### config.mk
export PLATFORM = sky130hd
export DESIGN_NAME = period_meter
export DESIGN_NICKNAME = d
export VERILOG_FILES = /design/src/rtl/period_meter.sv
export SDC_FILE = /design/constraint.sdc
export NUM_CORES = 1
export LEC_CHECK = 0
export CAP_MARGIN = 25
export CORE_MARGIN = 2
export CORE_UTILIZATION = 50
export CTS_BUF_LIST = sky130_fd_sc_hd__clkbuf_4
export CTS_CLUSTER_SIZE = 14
export DETAILED_ROUTE_END_ITERATION = 10
export PLACE_DENSITY = 0.76
export SLEW_MARGIN = 20
export SYNTH_ARGS = -nofsm -noshare
export SYNTH_HDL_FRONTEND = slang
export SYNTH_SLANG_ARGS = --single-unit
### constraint.sdc
create_clock -name CLK_IN -period 2.13 [get_ports CLK_IN]
set_input_delay 0.426 -clock CLK_IN [delete_from_list [all_inputs] [get_ports CLK_IN]]
set_output_delay 0.426 -clock CLK_IN [all_outputs]
set_load 0.05 [all_outputs]
### src/rtl/period_meter.sv
// Period meter: measures the rising-to-rising period and high time of a slow,
// asynchronous input clock in units of CLK_IN cycles.
//
// Ports:
//   CLK_IN    in   system clock, sole clock domain
//   RST       in   synchronous active-high reset
//   EN        in   measurement enable
//   SIG_IN    in   slow clock to be measured (asynchronous)
//   PERIOD    out  last completed rising-to-rising period, in CLK_IN cycles
//   HIGH_TIME out  high time of that same period, in CLK_IN cycles
//   VALID     out  one-cycle pulse when PERIOD/HIGH_TIME update
//   TIMEOUT   out  sticky flag, set when a measurement is abandoned
//   State     out  FSM state: 00 WAIT, 01 HIGH, 10 LOW, 11 TMO
module period_meter #(
  parameter logic [31:0] TIMEOUT_LIMIT = 32'd100000000
) (
  input  logic        CLK_IN,
  input  logic        RST,
  input  logic        EN,
  input  logic        SIG_IN,
  output logic [31:0] PERIOD,
  output logic [31:0] HIGH_TIME,
  output logic        VALID,
  output logic        TIMEOUT,
  output logic [1:0]  State
);

  typedef enum logic [1:0] {
    StWait = 2'b00,
    StHigh = 2'b01,
    StLow  = 2'b10,
    StTmo  = 2'b11
  } state_e;

  // Synchronizer and edge-detect register; these keep sampling while EN is low
  // so that re-enabling never sees a stale level as a fresh edge.
  logic sync1_q, sync2_q, sig_prev_q;
  logic rise, fall;

  state_e      state_q, state_d;
  logic [31:0] cnt_q, cnt_d;
  logic [31:0] cnt_inc;
  logic [31:0] hi_pend_q, hi_pend_d;
  logic [31:0] period_q, period_d;
  logic [31:0] high_time_q, high_time_d;
  logic        valid_q, valid_d;
  logic        timeout_q, timeout_d;
  logic        at_limit;

  assign rise     = sync2_q & ~sig_prev_q;
  assign fall     = ~sync2_q & sig_prev_q;
  assign at_limit = (cnt_q == TIMEOUT_LIMIT);
  // Counter saturates at the limit so a stalled input cannot wrap it.
  assign cnt_inc  = at_limit ? cnt_q : cnt_q + 32'd1;

  always_comb begin
    state_d     = state_q;
    cnt_d       = cnt_q;
    hi_pend_d   = hi_pend_q;
    period_d    = period_q;
    high_time_d = high_time_q;
    valid_d     = 1'b0;
    timeout_d   = timeout_q;

    if (!EN) begin
      state_d   = StWait;
      cnt_d     = '0;
      hi_pend_d = '0;
    end else begin
      case (state_q)
        StWait: begin
          if (rise) begin
            state_d = StHigh;
            cnt_d   = 32'd1;
          end
        end
        StHigh: begin
          if (rise) begin
            // Cannot happen with a clean synchronizer; restart as a first edge.
            cnt_d = 32'd1;
          end else if (fall) begin
            hi_pend_d = cnt_q;
            cnt_d     = cnt_inc;
            state_d   = StLow;
          end else if (at_limit) begin
            state_d   = StTmo;
            timeout_d = 1'b1;
          end else begin
            cnt_d = cnt_inc;
          end
        end
        StLow: begin
          // An edge coinciding with the limit wins over the timeout.
          if (rise) begin
            period_d    = cnt_q;
            high_time_d = hi_pend_q;
            valid_d     = 1'b1;
            cnt_d       = 32'd1;
            state_d     = StHigh;
          end else if (at_limit) begin
            state_d   = StTmo;
            timeout_d = 1'b1;
          end else begin
            cnt_d = cnt_inc;
          end
        end
        StTmo: begin
          if (rise) begin
            state_d   = StHigh;
            cnt_d     = 32'd1;
            timeout_d = 1'b0;
          end
        end
        default: state_d = StWait;
      endcase
    end
  end

  always_ff @(posedge CLK_IN) begin
    if (RST) begin
      sync1_q     <= 1'b0;
      sync2_q     <= 1'b0;
      sig_prev_q  <= 1'b0;
      state_q     <= StWait;
      cnt_q       <= '0;
      hi_pend_q   <= '0;
      period_q    <= '0;
      high_time_q <= '0;
      valid_q     <= 1'b0;
      timeout_q   <= 1'b0;
    end else begin
      sync1_q     <= SIG_IN;
      sync2_q     <= sync1_q;
      sig_prev_q  <= sync2_q;
      state_q     <= state_d;
      cnt_q       <= cnt_d;
      hi_pend_q   <= hi_pend_d;
      period_q    <= period_d;
      high_time_q <= high_time_d;
      valid_q     <= valid_d;
      timeout_q   <= timeout_d;
    end
  end

  assign PERIOD    = period_q;
  assign HIGH_TIME = high_time_q;
  assign VALID     = valid_q;
  assign TIMEOUT   = timeout_q;
  assign State     = state_q;

endmodule

==> impl_results.md, run 1 <==
* Outcome: completed
* Worst Skew at 0.0142 ns
* CP bufs+invs at 0
* Ant. Diodes at 0
* I/O pin total at 72
* Vias in the first global route at between 4k and 5k
* Hold-fix buffers, CTS at 0
* Post-synth cell types at between 50 and 60
* NetSw at between 0.9 and 1 mW
* Slew headroom at 0.540
* Max stage delay on crit path at around 0.54 ns
* Startpoint types: register
* Clock network fraction of design power at 0.378
* Simple-Gate Fraction of Synth Area at 0.252
* PwrDens at just over 600 nW/um^2
* Synth-to-Final Area Change at 25.3%
* Final Instance Count excl. Fillers at approximately 900
* Worst-Margin Slew at ~0.69 ns
* Largest delay share family, worst path: simple AND/OR/NAND/NOR gates
* CTS Root Cell: clkbuf_4
* Register bit total from synthesis at between 100 and 150
* Vias per inst at 5.46
* Die Y at ~110 um
* ANT nets after route at 0
* CTS Buffer Depth at 2
* DR DRC count at 0
* Fin area at slightly below 7000 sq um
* Synth Area in XOR/XNOR at 0.0178
* Wire length after detailed routing at 14000 um
* Mapped cell area at approximately 5400 sq um
* Worst path cell trace: or4b_1, or4_4, nor2_2, o21ai_0, a221oi_1
* Initial Util at 0.519
* Critical Path RT at around 2.6 ns
* Antenna violations before repair at 0
* Fill cells at between 900 and 1k
* RSZ-0062 raised after global routing: false
* Vias post-DR at between 5k and 6k
* Synth warnings at 0
* Max Transition Viols Final at 0
* FP Rows at 37
* Seq pwr share at 0.599
* Drt wl/cell at around 15 um
* Cts bufs inserted at 17
* Sw frac at 0.234
* Crit path time final at slightly above 2 ns
* Post-Synth Adder-Cell Area at 0.0139
* Static Leak at 2.60 nW
* Maxcap violations at 0
* Final nets at roughly 800
* Clk slew on worst S/H paths at 0.11 ns
* WS Path Type: reg2reg
* Mean post-synth cell area at 7.99 sq um
* # H-tree levels at 4
* Chip width at 108 um
* Synthesized net count at ~690
* Combinational Power Share at 0.022
* Crit. End Element: register
* Crit-path max FO at 3
* Proportion of synthesized area in mux cells at 0.00370
* Worst path arrival time at 2.53 ns
* First-pass GRT wire length at roughly 23000 um
* Max VDD drop at 0.374 mV
* Max Fclk at approximately 480 MHz
* DP HPWL at between 9000 and 10000 um
* Most used DFF post-synth: dfxtp_1
* CTS Sinks at 135
* First-pass detailed-route iteration total at 5
* GRT Residual Overflow at 0
* Worst Hold Class: in2reg
* Core area at roughly 10000 sq um
* Setup WS pre-CTS at between 0.04 and 0.05 ns
* Post-Place Cells at approximately 890
* Die area at roughly 12000 sq um
* Setup TNS at 0 ns
* Worst-Skew Late Latency at 0.56 ns
* Post-synth ARST share at 0
* Share of cells above drive strength 1 at 0.141
* Endpoints failing hold at 0
* Cell count after synthesis at just under 700
* Highest-delay cell along the critical path: or4_4
* CTS tree: yes
* Post-synthesis compound-gate area fraction at 0.167
* IO buf count at slightly above 70
* GRT Total Usage at 0.250
* Setup violations, final at 0
* EDFF count, synth at 0
* Seq/Total Area, Yosys at 0.500
* Final WS setup at 0.0595 ns
* Internal power at 3.23 mW
* Gpl congestion at 0.939
* DR iter-0 viols at 404
* Placed inst area at ~6600 sq um
* Final worst-path cycle share at 0.972
* Largest net degree at the start of global routing at 70
* Largest family of logic cells by synthesized area: simple AND/OR/NAND/NOR gates
-- flip-flops by register name, summed over array words and instances, names as in the netlist --
signal      count
State           2
sync1_q         1
PERIOD         32
HIGH_TIME      32
cnt_q          32
sig_prev_q      1
hi_pend_q      32
sync2_q         1
VALID           1
TIMEOUT         1
-- metal layers --
| layer | up-vias | global-route usage | wire [um] |
|---|---|---|---|
| met1 | 2326 | 0.343 | 6340 |
| met2 | 186 | 0.372 | 6260 |
| met5 | - | 0 | 0 |
| li1 | 2510 | - | - |
| met4 | 0 | 0.103 | 309 |
| met3 | 30 | 0.0705 | 1050 |
-- cells in the final DEF, fill, tap and decap left out, drive strengths merged, types with 6 or more instances in the layout --
master,count
a21oi,111
buf,61
clkbuf,17
clkinv,10
dfxtp,135
dlygate4sd2,68
ha,6
inv,9
nand2,208
nand3,16
nand4,14
nor2,23
nor4,8
o21ai,24
o31ai,7
xor2,6
-- kinds of logic after synthesis --
logic type	Yosys count
AO/OA/AOI/OAI	161
XOR/XNOR	11
adder cells (fa/ha/maj)	6
buffers and inverters	59
flip-flops	135
multiplexers	2
AND/OR/NAND/NOR	303
-- tightest hold or removal path, cell delays in order --
cell     delay, ns
buf_2         0.13
nor2b_1       0.07
buf_4         0.14
nand3_1       0.05
o21ai_0       0.07
-- layout make-up --
| class | instances | area (sq um) | share of cell area |
|---|---|---|---|
| sequential | 135 | 2710 | 0.400 |
| multi-input combinational | 483 | 2480 | 0.366 |
| timing repair buffer | 131 | 1120 | 0.165 |
| tap | 136 | 170 | 0.0251 |
| clock inverter | 15 | 138 | 0.0203 |
| clock buffer | 17 | 128 | 0.0188 |
| inverter | 9 | 33.8 | 0.00498 |
-- Yosys cell counts (2+ instances only) --
master	number	area (sq um)
a41oi_1	5	43.8
buf_2	6	30.0
mux2i_1	2	20.0
nor2b_1	5	31.3
buf_1	3	11.3
nand4_1	11	68.8
o21ai_1	6	30.0
nor4_1	7	43.8
nor3_1	3	15.0
dfxtp_1	135	2700
xor2_1	6	52.6
a221oi_1	2	17.5
nand3b_1	2	15.0
or4_1	3	22.5
o31ai_1	7	52.6
a21oi_1	111	556
nand2_1	207	777
nand2b_1	3	18.8
a311oi_1	2	17.5
nand4_2	3	37.5
inv_1	9	33.8
nand3_1	16	80.1
o21ai_0	17	85.1
ha_1	6	75.1
and3_1	3	18.8
or3_1	5	31.3
clkbuf_1	38	143
xnor2_1	5	43.8
nor2_1	23	86.3
a211oi_1	4	30.0
-- final timing paths --
check | start | endpoint | slack, ns | cells past startpoint
setup / recovery | cnt_q[9] | State[0] | 0.06 | 5
hold / removal | RST | cnt_q[16] | 0.38 | 5
setup reg to reg | cnt_q[9] | State[0] | 0.06 | 5
hold reg to reg | PERIOD[27] | PERIOD[27] | 0.46 | 2
-- through the flow --
stage | utilization | hold slack (ns) | power (mW)
floorplan | - | 0.414 | 2.64
global placement | 0.631 | 0.431 | 2.67
detailed placement | 0.631 | 0.446 | 2.67
CTS | 0.648 | 0.348 | 4.25
global route | 0.651 | 0.366 | 4.36
finish | 0.651 | 0.385 | 4.22
-- power by group through the flow --
stage	Combinational, mW	Sequential, mW	Clock (mW)
after floorplan	0.0555	2.58	0
after global placement	0.0887	2.58	0
after detailed placement	0.0899	2.58	0
after CTS	0.0899	2.53	1.63
after global routing	0.101	2.53	1.73
final	0.0943	2.53	1.60
-- what timing repair did --
| action | CTS | global route |
|---|---|---|
| endpoints found under the hold margin | 0 | 0 |
| endpoints found under the setup margin | 68 | 11 |
| gates resized for setup | 68 | 4 |
| setup buffers | 0 | 1 |
| pin swaps | 0 | 1 |
Note: power is estimated with default switching activity, not from simulation.
==> inputs of run 2 (changes only) <==
--- a/config.mk
+++ b/config.mk
@@ -11,7 +11,8 @@
 export CTS_BUF_LIST = sky130_fd_sc_hd__clkbuf_4
 export CTS_CLUSTER_SIZE = 14
 export DETAILED_ROUTE_END_ITERATION = 10
-export PLACE_DENSITY = 0.76
+export HOLD_SLACK_MARGIN = 0.12
+export PLACE_DENSITY = 0.79
 export SLEW_MARGIN = 20
 export SYNTH_ARGS = -nofsm -noshare
 export SYNTH_HDL_FRONTEND = slang
==> impl_results.md, run 2 (synthesis results as in run 1) <==
* Outcome: completed
* CTS Sinks at approximately 140
* Fin area at approximately 6800 sq um
* Worst Hold Class: in2reg
* FP Rows at 37
* Max Fclk at 473 MHz
* Final nets at between 700 and 800
* Setup violations, final at 0
* R2R setup slack at approximately 0.014 ns
* Slew headroom at 0.548
* DR iter-0 viols at 368
* Hold-fix buffers, CTS at 0
* Worst path arrival time at about 2.5 ns
* Largest net degree at the start of global routing at 70
* Max VDD drop at about 0.31 mV
* DP HPWL at 9840 um
* GRT Residual Overflow at 0
* Synth-to-Final Area Change at 25.9%
* Crit. End Element: register
* Die area at about 12000 sq um
* Total power at between 4 and 5 mW
* Reg2Reg Depth at 5
* DR DRC count at 0
* Most frequent cells in the layout: nand2_1, dfxtp_1, a21oi_1
* Crit path time final at between 2 and 2.5 ns
* Vias post-DR at roughly 5.2k
* CTS Root Cell: clkbuf_4
* Commonest non-fill, non-tap cell in the layout: nand2_1
* Setup WS pre-CTS at -0.00419 ns
* ANT nets after route at 0
* Min-delay src: RST
* Reg2Reg Capture Point: State[1]
* Startpoint types: register
* # H-tree levels at 4
* Drt wl/cell at about 15 um
* WS Path Type: reg2reg
* Gpl congestion at 0.902
* I/O pin total at just over 70
* Initial Util at 0.519
* Min Hold Slack at between 0.2 and 0.3 ns
* Hold EP: cnt_q[16]
* Vias per inst at about 5.6
* IO buf count at between 70 and 80
* Chip width at 108 um
* RR Startpoint: cnt_q[9]
* Worst-Skew Late Latency at ~0.53 ns
* First-pass GRT wire length at about 23000 um
* Crit-path max FO at 3
* Static Leak at around 2.8 nW
* CTS tree: yes
* Max Transition Viols Final at 0
* Final WS setup at 0.0137 ns
* Maxcap violations at 0
* Critical Path RT at 2.55 ns
* Die Y at 108 um
* Core area at around 10000 sq um
* GRT Total Usage at 0.249
* RSZ-0062 raised after global routing: false
* Share of cells above drive strength 1 at 0.137
* Setup TNS at 0 ns
* Placed inst area at between 6000 and 7000 sq um
* Antenna violations before repair at 1
* CTS Buffer Depth at 2
* Wire length after detailed routing at 14200 um
* Endpoints failing hold at 0
* Vias in the first global route at between 4k and 5k
* First-pass detailed-route iteration total at 8
* Worst Skew at between 0.01 and 0.015 ns
* Clk slew on worst S/H paths at about 0.11 ns
* Worst-Margin Slew at between 0.6 and 0.7 ns
* PwrDens at a little under 600 nW/um^2
* Worst hold stages at 4
* Cts bufs inserted at 17
* Final worst-path cycle share at 0.994
-- run 2: layout make-up --
class                   count  area (sq um)
repair buffers            132          1180
diodes                      1          2.50
well taps                 136           170
clock buffers              18           135
multi-input cells         483          2480
inverters                   9          33.8
flip-flops and latches    135          2710
fillers                   896          3610
clock inverters            13          88.8
-- run 2: how the worst max path moves through the flow --
stage,end,start,cells after the start,slack (ns)
floorplan,cnt_q[31],State[0],8,0.009
finish,State[1],cnt_q[9],5,0.01
detailed placement,State[1],cnt_q[9],5,-0.004
global route,State[1],cnt_q[9],5,0.01
global placement,cnt_q[1],cnt_q[9],5,0.08
CTS,HIGH_TIME[29],HIGH_TIME[29],1,0.001
-- run 2: metal layers --
metal / wire, um / up-vias / share of wire / GRT usage
li1: - / 2503 / - / -
met1: 6240 / 2432 / 0.44 / 0.324
met2: 6720 / 190 / 0.47 / 0.401
met3: 878 / 35 / 0.062 / 0.0561
met4: 360 / 0 / 0.025 / 0.103
met5: 0 / - / 0 / 0
-- run 2: per-stage QoR --
stage,cells,utilization
floorplan,677,-
global placement,894,0.630
detailed placement,894,0.630
CTS,925,0.646
global route,927,0.654
finish,927,0.654
-- run 2: what timing repair did --
item                                   4_1_cts  5_1_grt
endpoints found under the hold margin        0        0
pin swaps                                    0        1
buffers inserted                             0        1
resized for setup                           51       21
setup endpoints to repair                   51       25
gates cloned                                 0        0
-- run 2: power breakdown --
group	internal, mW	switching [mW]
Sequential	2.52	0.00254
Clock	0.554	0.888
Combinational	0.0296	0.0646
Total	3.11	0.956
-- run 2: critical path: stages, from the launching register on --
cell,delay [ns]
dfxtp_1,0.32
or4b_1,0.53
or4_4,0.53
nor2_2,0.19
o21ai_0,0.12
a221oi_1,0.30
